File: src/rtl/loader_pkg.sv
// Shared definitions for the program loader and its companions.
// Loader state encoding, default image length and the CPU opcode
// constants used by the control block and by testbenches.
package loader_pkg;

  typedef enum logic [2:0] {
    FILL,
    ARM,
    LOAD,
    RUN,
    ERR
  } state_e;

  localparam int unsigned PROG_BYTES_DEFAULT = 16;

  localparam logic [3:0] HLT = 4'h0;
  localparam logic [3:0] ADD = 4'h2;
  localparam logic [3:0] SUB = 4'h3;
  localparam logic [3:0] LDA = 4'h4;
  localparam logic [3:0] OUT = 4'h5;
  localparam logic [3:0] STA = 4'h6;
  localparam logic [3:0] JMP = 4'h7;

endpackage

File: src/rtl/prog_buffer.sv
// Program image buffer: DEPTH x DATA_W register file with a
// synchronous write port and a combinational read port.
// Contents are deliberately not reset, so an image survives a reload.
module prog_buffer #(
  parameter int unsigned DEPTH  = 16,
  parameter int unsigned DATA_W = 8,
  parameter int unsigned PTR_W  = 4
) (
  input  logic              clk,
  input  logic              we_i,
  input  logic [PTR_W-1:0]  waddr_i,
  input  logic [DATA_W-1:0] wdata_i,
  input  logic [PTR_W-1:0]  raddr_i,
  output logic [DATA_W-1:0] rdata_o
);

  logic [DATA_W-1:0] mem_q [DEPTH];

  // Write one byte per accepted host transfer.
  always_ff @(posedge clk) begin
    if (we_i) begin
      mem_q[waddr_i] <= wdata_i;
    end
  end

  assign rdata_o = mem_q[raddr_i];

endmodule

File: src/rtl/program_loader.sv
// Host-side program loader for the CPU programming handshake.
// Collects a PROG_BYTES image from a host over valid/ready, then holds
// the CPU in programming mode and feeds one byte per CPU load cycle,
// advancing on each rising edge of done_load. Releases programming after
// the last byte so the CPU runs from address 0; reload refills.
// Optional: define PROGRAM_LOADER_CHECKSUM_EN to accept a trailing
// two's-complement checksum byte and enter ERR on a mismatch.
module program_loader
  import loader_pkg::*;
#(
  parameter int unsigned PROG_BYTES = PROG_BYTES_DEFAULT,
  parameter int unsigned DATA_W     = 8,
  parameter int unsigned PTR_W      = 4
) (
  input  logic              clk,
  input  logic              reset,
  input  logic [DATA_W-1:0] host_data,
  input  logic              host_valid,
  output logic              host_ready,
  input  logic              reload,
  output logic              cpu_resetn,
  output logic              programming,
  output logic [DATA_W-1:0] prog_data,
  input  logic              read_ui_in,
  input  logic              done_load,
  input  logic              HF,
  output logic              loaded,
  output logic              halted,
  output logic              proto_err
);

  localparam logic [PTR_W-1:0] LAST = PTR_W'(PROG_BYTES - 1);

  state_e            state_q;
  logic [PTR_W-1:0]  wr_ptr_q;
  logic [PTR_W-1:0]  rd_ptr_q;
  logic              host_ready_q;
  logic              cpu_resetn_q;
  logic              programming_q;
  logic              loaded_q;
  logic              halted_q;
  logic              proto_err_q;
  logic              done_q;
  logic              read_seen_q;
  logic              done_edge;
  logic              buf_we;
  logic [DATA_W-1:0] buf_rdata;
`ifdef PROGRAM_LOADER_CHECKSUM_EN
  logic [DATA_W-1:0] sum_q;
  logic              cks_phase_q;
`endif

  assign done_edge = done_load & ~done_q;

`ifdef PROGRAM_LOADER_CHECKSUM_EN
  assign buf_we = (state_q == FILL) && host_valid && host_ready_q && !reload && !cks_phase_q;
`else
  assign buf_we = (state_q == FILL) && host_valid && host_ready_q && !reload;
`endif

  prog_buffer #(
    .DEPTH (PROG_BYTES),
    .DATA_W(DATA_W),
    .PTR_W (PTR_W)
  ) u_buf (
    .clk    (clk),
    .we_i   (buf_we),
    .waddr_i(wr_ptr_q),
    .wdata_i(host_data),
    .raddr_i(rd_ptr_q),
    .rdata_o(buf_rdata)
  );

  // Loader FSM with registered CPU-facing controls; reload overrides all.
  always_ff @(posedge clk) begin
    if (reset) begin
      state_q       <= FILL;
      wr_ptr_q      <= '0;
      rd_ptr_q      <= '0;
      host_ready_q  <= 1'b1;
      cpu_resetn_q  <= 1'b0;
      programming_q <= 1'b0;
      loaded_q      <= 1'b0;
      halted_q      <= 1'b0;
      proto_err_q   <= 1'b0;
      done_q        <= 1'b0;
      read_seen_q   <= 1'b0;
`ifdef PROGRAM_LOADER_CHECKSUM_EN
      sum_q         <= '0;
      cks_phase_q   <= 1'b0;
`endif
    end else begin
      done_q <= done_load;
      if (reload) begin
        state_q       <= FILL;
        wr_ptr_q      <= '0;
        rd_ptr_q      <= '0;
        host_ready_q  <= 1'b1;
        cpu_resetn_q  <= 1'b0;
        programming_q <= 1'b0;
        loaded_q      <= 1'b0;
        halted_q      <= 1'b0;
        proto_err_q   <= 1'b0;
        read_seen_q   <= 1'b0;
`ifdef PROGRAM_LOADER_CHECKSUM_EN
        sum_q         <= '0;
        cks_phase_q   <= 1'b0;
`endif
      end else begin
        case (state_q)
          FILL: begin
            if (host_valid && host_ready_q) begin
`ifdef PROGRAM_LOADER_CHECKSUM_EN
              // The extra byte after the image is the checksum, not stored.
              if (cks_phase_q) begin
                cks_phase_q  <= 1'b0;
                host_ready_q <= 1'b0;
                if ((sum_q + host_data) == '0) begin
                  state_q <= ARM;
                end else begin
                  state_q     <= ERR;
                  proto_err_q <= 1'b1;
                end
              end else begin
                sum_q <= sum_q + host_data;
                if (wr_ptr_q == LAST) begin
                  wr_ptr_q    <= '0;
                  cks_phase_q <= 1'b1;
                end else begin
                  wr_ptr_q <= wr_ptr_q + 1'b1;
                end
              end
`else
              if (wr_ptr_q == LAST) begin
                wr_ptr_q     <= '0;
                host_ready_q <= 1'b0;
                state_q      <= ARM;
              end else begin
                wr_ptr_q <= wr_ptr_q + 1'b1;
              end
`endif
            end
          end
          ARM: begin
            programming_q <= 1'b1;
            cpu_resetn_q  <= 1'b1;
            rd_ptr_q      <= '0;
            read_seen_q   <= 1'b0;
            state_q       <= LOAD;
          end
          LOAD: begin
            if (read_ui_in) begin
              read_seen_q <= 1'b1;
            end
            if (done_edge) begin
              // A read strobe in the same cycle as the edge still counts.
              if (!(read_seen_q || read_ui_in)) begin
                proto_err_q <= 1'b1;
              end
              read_seen_q <= 1'b0;
              if (rd_ptr_q == LAST) begin
                rd_ptr_q      <= '0;
                programming_q <= 1'b0;
                loaded_q      <= 1'b1;
                state_q       <= RUN;
              end else begin
                rd_ptr_q <= rd_ptr_q + 1'b1;
              end
            end
          end
          RUN: begin
            halted_q <= HF;
          end
          default: begin
            // ERR holds the CPU in reset until reload or reset.
          end
        endcase
      end
    end
  end

  assign host_ready  = host_ready_q;
  assign cpu_resetn  = cpu_resetn_q;
  assign programming = programming_q;
  assign loaded      = loaded_q;
  assign halted      = halted_q;
  assign proto_err   = proto_err_q;
  assign prog_data   = (state_q == LOAD) ? buf_rdata : '0;

endmodule

File: config.mk
export PLATFORM = sky130hd
export DESIGN_NAME = program_loader
export DESIGN_NICKNAME = d
export VERILOG_FILES = /design/src/rtl/loader_pkg.sv /design/src/rtl/prog_buffer.sv /design/src/rtl/program_loader.sv
export SDC_FILE = /design/constraint.sdc
export NUM_CORES = 1
export LEC_CHECK = 0
export ABC_AREA = 0
export BUFFER_PORTS_ARGS = -buffer_cell sky130_fd_sc_hd__buf_2
export CORE_ASPECT_RATIO = 1.1
export CORE_MARGIN = 2
export CORE_UTILIZATION = 36
export CTS_CLUSTER_SIZE = 20
export DETAILED_ROUTE_END_ITERATION = 8
export PLACE_DENSITY_LB_ADDON = 0.15
export SLEW_MARGIN = 20
export SYNTH_ARGS = -nofsm -noshare
export SYNTH_HDL_FRONTEND = slang
export SYNTH_SLANG_ARGS = --single-unit
File: constraint.sdc
create_clock -name clk -period 2.2 [get_ports clk]
set_input_delay 0.33 -clock clk [delete_from_list [all_inputs] [get_ports clk]]
set_output_delay 0.33 -clock clk [all_outputs]
set_load 0.01 [all_outputs]
==> impl_metrics.csv <==
group,metric,value,unit
run_status,status,"finished, violations left",
run_status,violations,"negative setup slack",
logic_synthesis,synth_nets,357,
clocking,cts_sinks,150,
routing,drtIter0Drc,240,
critical_path,end_kind,"output port",
clocking,root_buffer,"clkbuf_16",
pwr,total_power,5960,µW
clocking,cts_tree,"done",
floorplanning,design.core.area,16300,µm²
run,maxCapViolations,0,
grt,overflow,0,
pwr,power.density,829,nW/µm²
routing,drt.antenna.violating_nets,0,
routing,vias,3111,
logic_synthesis,yosysTopAreaCell,"edfxtp_1",
logic_synthesis,synth_enable_flop_cells,128,
critical_path,arrival,2.01,ns
clocking,cts_hold_buf,0,
logic_synthesis,yosysMostFrequentCell,"edfxtp_1",
logic_synthesis,synth_top_area_share,64.1,%
sta,slew_viol_final,0,
min_path,min_path_cells,2,
logic_synthesis,synth-seq-cells,150,
grt,grt_first_pass_wirelength,19.0,mm
logic_synthesis,syn_area,6000,µm²
place,place_ws,0.155,ns
logic_synthesis,ys_warn_count,0,
sta,finalClockSkew,0.00532,ns
final_layout,synthToLayoutAreaGrowth,19.7,%
sta,finalHoldViolCount,0,
logic_synthesis,netlist_top_cells_area,"edfxtp_1, mux4_1, dfxtp_1",
routing,routed_wl,12.1,mm
floorplanning,ios,29,
clocking,cts_made_buffers,17,
sta,finalSetupViolCount,8,
critical_path,worstRegToRegCells,7,
place,gp_congestion,0.718,
final_layout,drive_above_1_share,29.8,%
floorplanning,die-area,17700,µm²
critical_path,reg2reg_from,"state_q[1]",
final_layout,fillers,1445,
routing,wl_per_cell,19.9,µm
routing,vias_per_cell,5.13,
grt,antenna_found_initial,0,
floorplanning,rows,49,
floorplanning,die_w,127,µm
place,portBuffers,28,
routing,drcViolationCount,0,
logic_synthesis,synthFlopType,"edfxtp_1",
sta,slew_headroom,70.6,%
critical_path,worstSetupEndpoint,"prog_data[7]",
final_layout,fin_nets,417,
grt,grt_max_degree,25,
critical_path,cp.required,1.87,ns
sta,worst_slew_pin_slew,0.439,ns
grt,track_usage,14.8,%
logic_synthesis,yosys-top-cells-count,"edfxtp_1, nor2_1, dfxtp_1",
logic_synthesis,synth_cell_types,39,
clocking,htreeDepth,4,
floorplanning,die_height,139,µm
routing,detailedRoute.firstPassIterationCount,4,
place,dp.cells,573,
grt,grt_pass1_vias,3297,
logic_synthesis,asyncSetResetFlopFracSynth,0,%
logic_synthesis,postSynthAreaPerCell,18.1,µm²
critical_path,ff2ff_setup_slack,0.30,ns
pwr,leakage,0.00236,µW
sta,grt_setup_unrepaired,"true",
sta,setup_ws,-0.135,ns
place,dp_hpwl,7.89,mm
sta,finalCritPeriodShare,106,%
logic_synthesis,syn_inst,331,
clocking,clk_latency,0.42,ns
floorplanning,start_util,36.8,%
sta,finalCriticalPeriod,2.34,ns
final_layout,antenna_cells,0,
logic_synthesis,seq_area_frac_synth,71.4,%
clocking,clkTransAtPathRegs,0.06,ns
critical_path,critPathLaunchType,"flop",
pwr,peakVddDrop,0.553,mV
critical_path,critPathMaxFanout,5,
critical_path,criticalPathCategory,"flop to output port",
critical_path,rr_endpoint,"u_buf.mem_q[0][0]",
sta,hold_ws,0.0756,ns
clocking,clockBufferDepth,2,
min_path,hold_path.class,"primary input to flop",
sta,fmax,428,MHz
final_layout,instances_no_fill,607,
-- sequential cells by signal, indices dropped and copies added, names as in the netlist, named ones only --
register and cells:
proto_err 1, rd_ptr_q 4, read_seen_q 1, state_q 2
wr_ptr_q 4, halted 1, cpu_resetn 1, loaded 1
host_ready 1, done_q 1, programming 1, u_buf.mem_q 128
-- final cells by class --
class	count	area, µm²	area share, %
clock buffer	18	429	5.97
multi-input combinational	161	1610	22.4
inverter	5	18.8	0.261
timing repair buffer	56	440	6.13
clock inverter	13	139	1.93
sequential	150	4290	59.7
tap	204	255	3.55
-- per-layer routing --
metal / wire, µm / vias up / global-route usage [%]
li1: - / 1441 / -
met1: 5180 / 1583 / 18.0
met2: 6220 / 69 / 25.1
met3: 470 / 18 / 3.69
met4: 232 / 0 / 6.07
met5: 0 / - / 0
-- cells by family (layout without fill, tap and decap cells) --
| kind of cell | after synthesis | after routing | share of synthesized area (%) |
|---|---|---|---|
| AO/OA/AOI/OAI | 41 | 41 | 4.05 |
| XOR/XNOR | 1 | 1 | 0.146 |
| adder cells (fa/ha/maj) | 11 | 11 | 2.29 |
| buffers and inverters | 20 | 92 | 2.11 |
| flip-flops | 150 | 150 | 71.4 |
| multiplexers | 42 | 42 | 14.7 |
| AND/OR/NAND/NOR | 66 | 66 | 5.28 |
-- worst min path at each step --
| stage | from | end | slack [ns] |
|---|---|---|---|
| finish | reset | done_q | 0.08 |
| global route | reset | done_q | 0.07 |
| CTS | reset | done_q | 0.06 |
| detailed placement | cpu_resetn | cpu_resetn | 0.47 |
| global placement | cpu_resetn | cpu_resetn | 0.45 |
| floorplan | reset | done_q | 0.40 |
-- worst max-delay path, cell delays in order, from the launching register on --
cell and delay (ns):
dfxtp_4 0.39, buf_12 0.13, buf_16 0.12, mux4_2 0.50, a22oi_2 0.21, o21ai_1 0.08, buf_2 0.15
-- where the power goes --
group          switching (µW)  internal [µW]
sequential               3.89           3090
combinational            60.7           24.8
clock                    1030           1750
-- cell usage in the layout (no fill, tap or decap), types with 2 or more instances in the layout --
cell,n
nand4_1,3
mux4_1,9
mux2i_1,10
dfxtp_1,20
nor2_1,24
clkinv_1,5
clkbuf_16,17
o21ai_2,3
nand3_1,4
clkinv_2,3
buf_2,28
inv_1,4
o21ai_0,5
buf_16,2
a22oi_2,8
nor3_1,9
bufinv_16,3
mux4_2,23
o21ai_1,5
buf_4,22
nand2_1,13
buf_12,4
edfxtp_1,128
a21oi_1,13
ha_1,11
clkinvlp_4,2
nand2b_1,4
-- per-stage QoR --
step	TNS (ns)	instance area, µm²	utilization (%)
after floorplan	0	6000	-
final	-0.833	7180	44.0
after global placement	0	6500	39.9
after global routing	-1.54	7180	44.0
after detailed placement	0	6500	39.9
after CTS	-1.27	7170	44.0
-- repair_timing --
item	in CTS	in global routing
endpoints found under the setup margin	8	8
cloned	2	0
buffers inserted	1	0
pin swaps	5	3
resized for setup	21	6
Power figures use the tool's default switching activity.
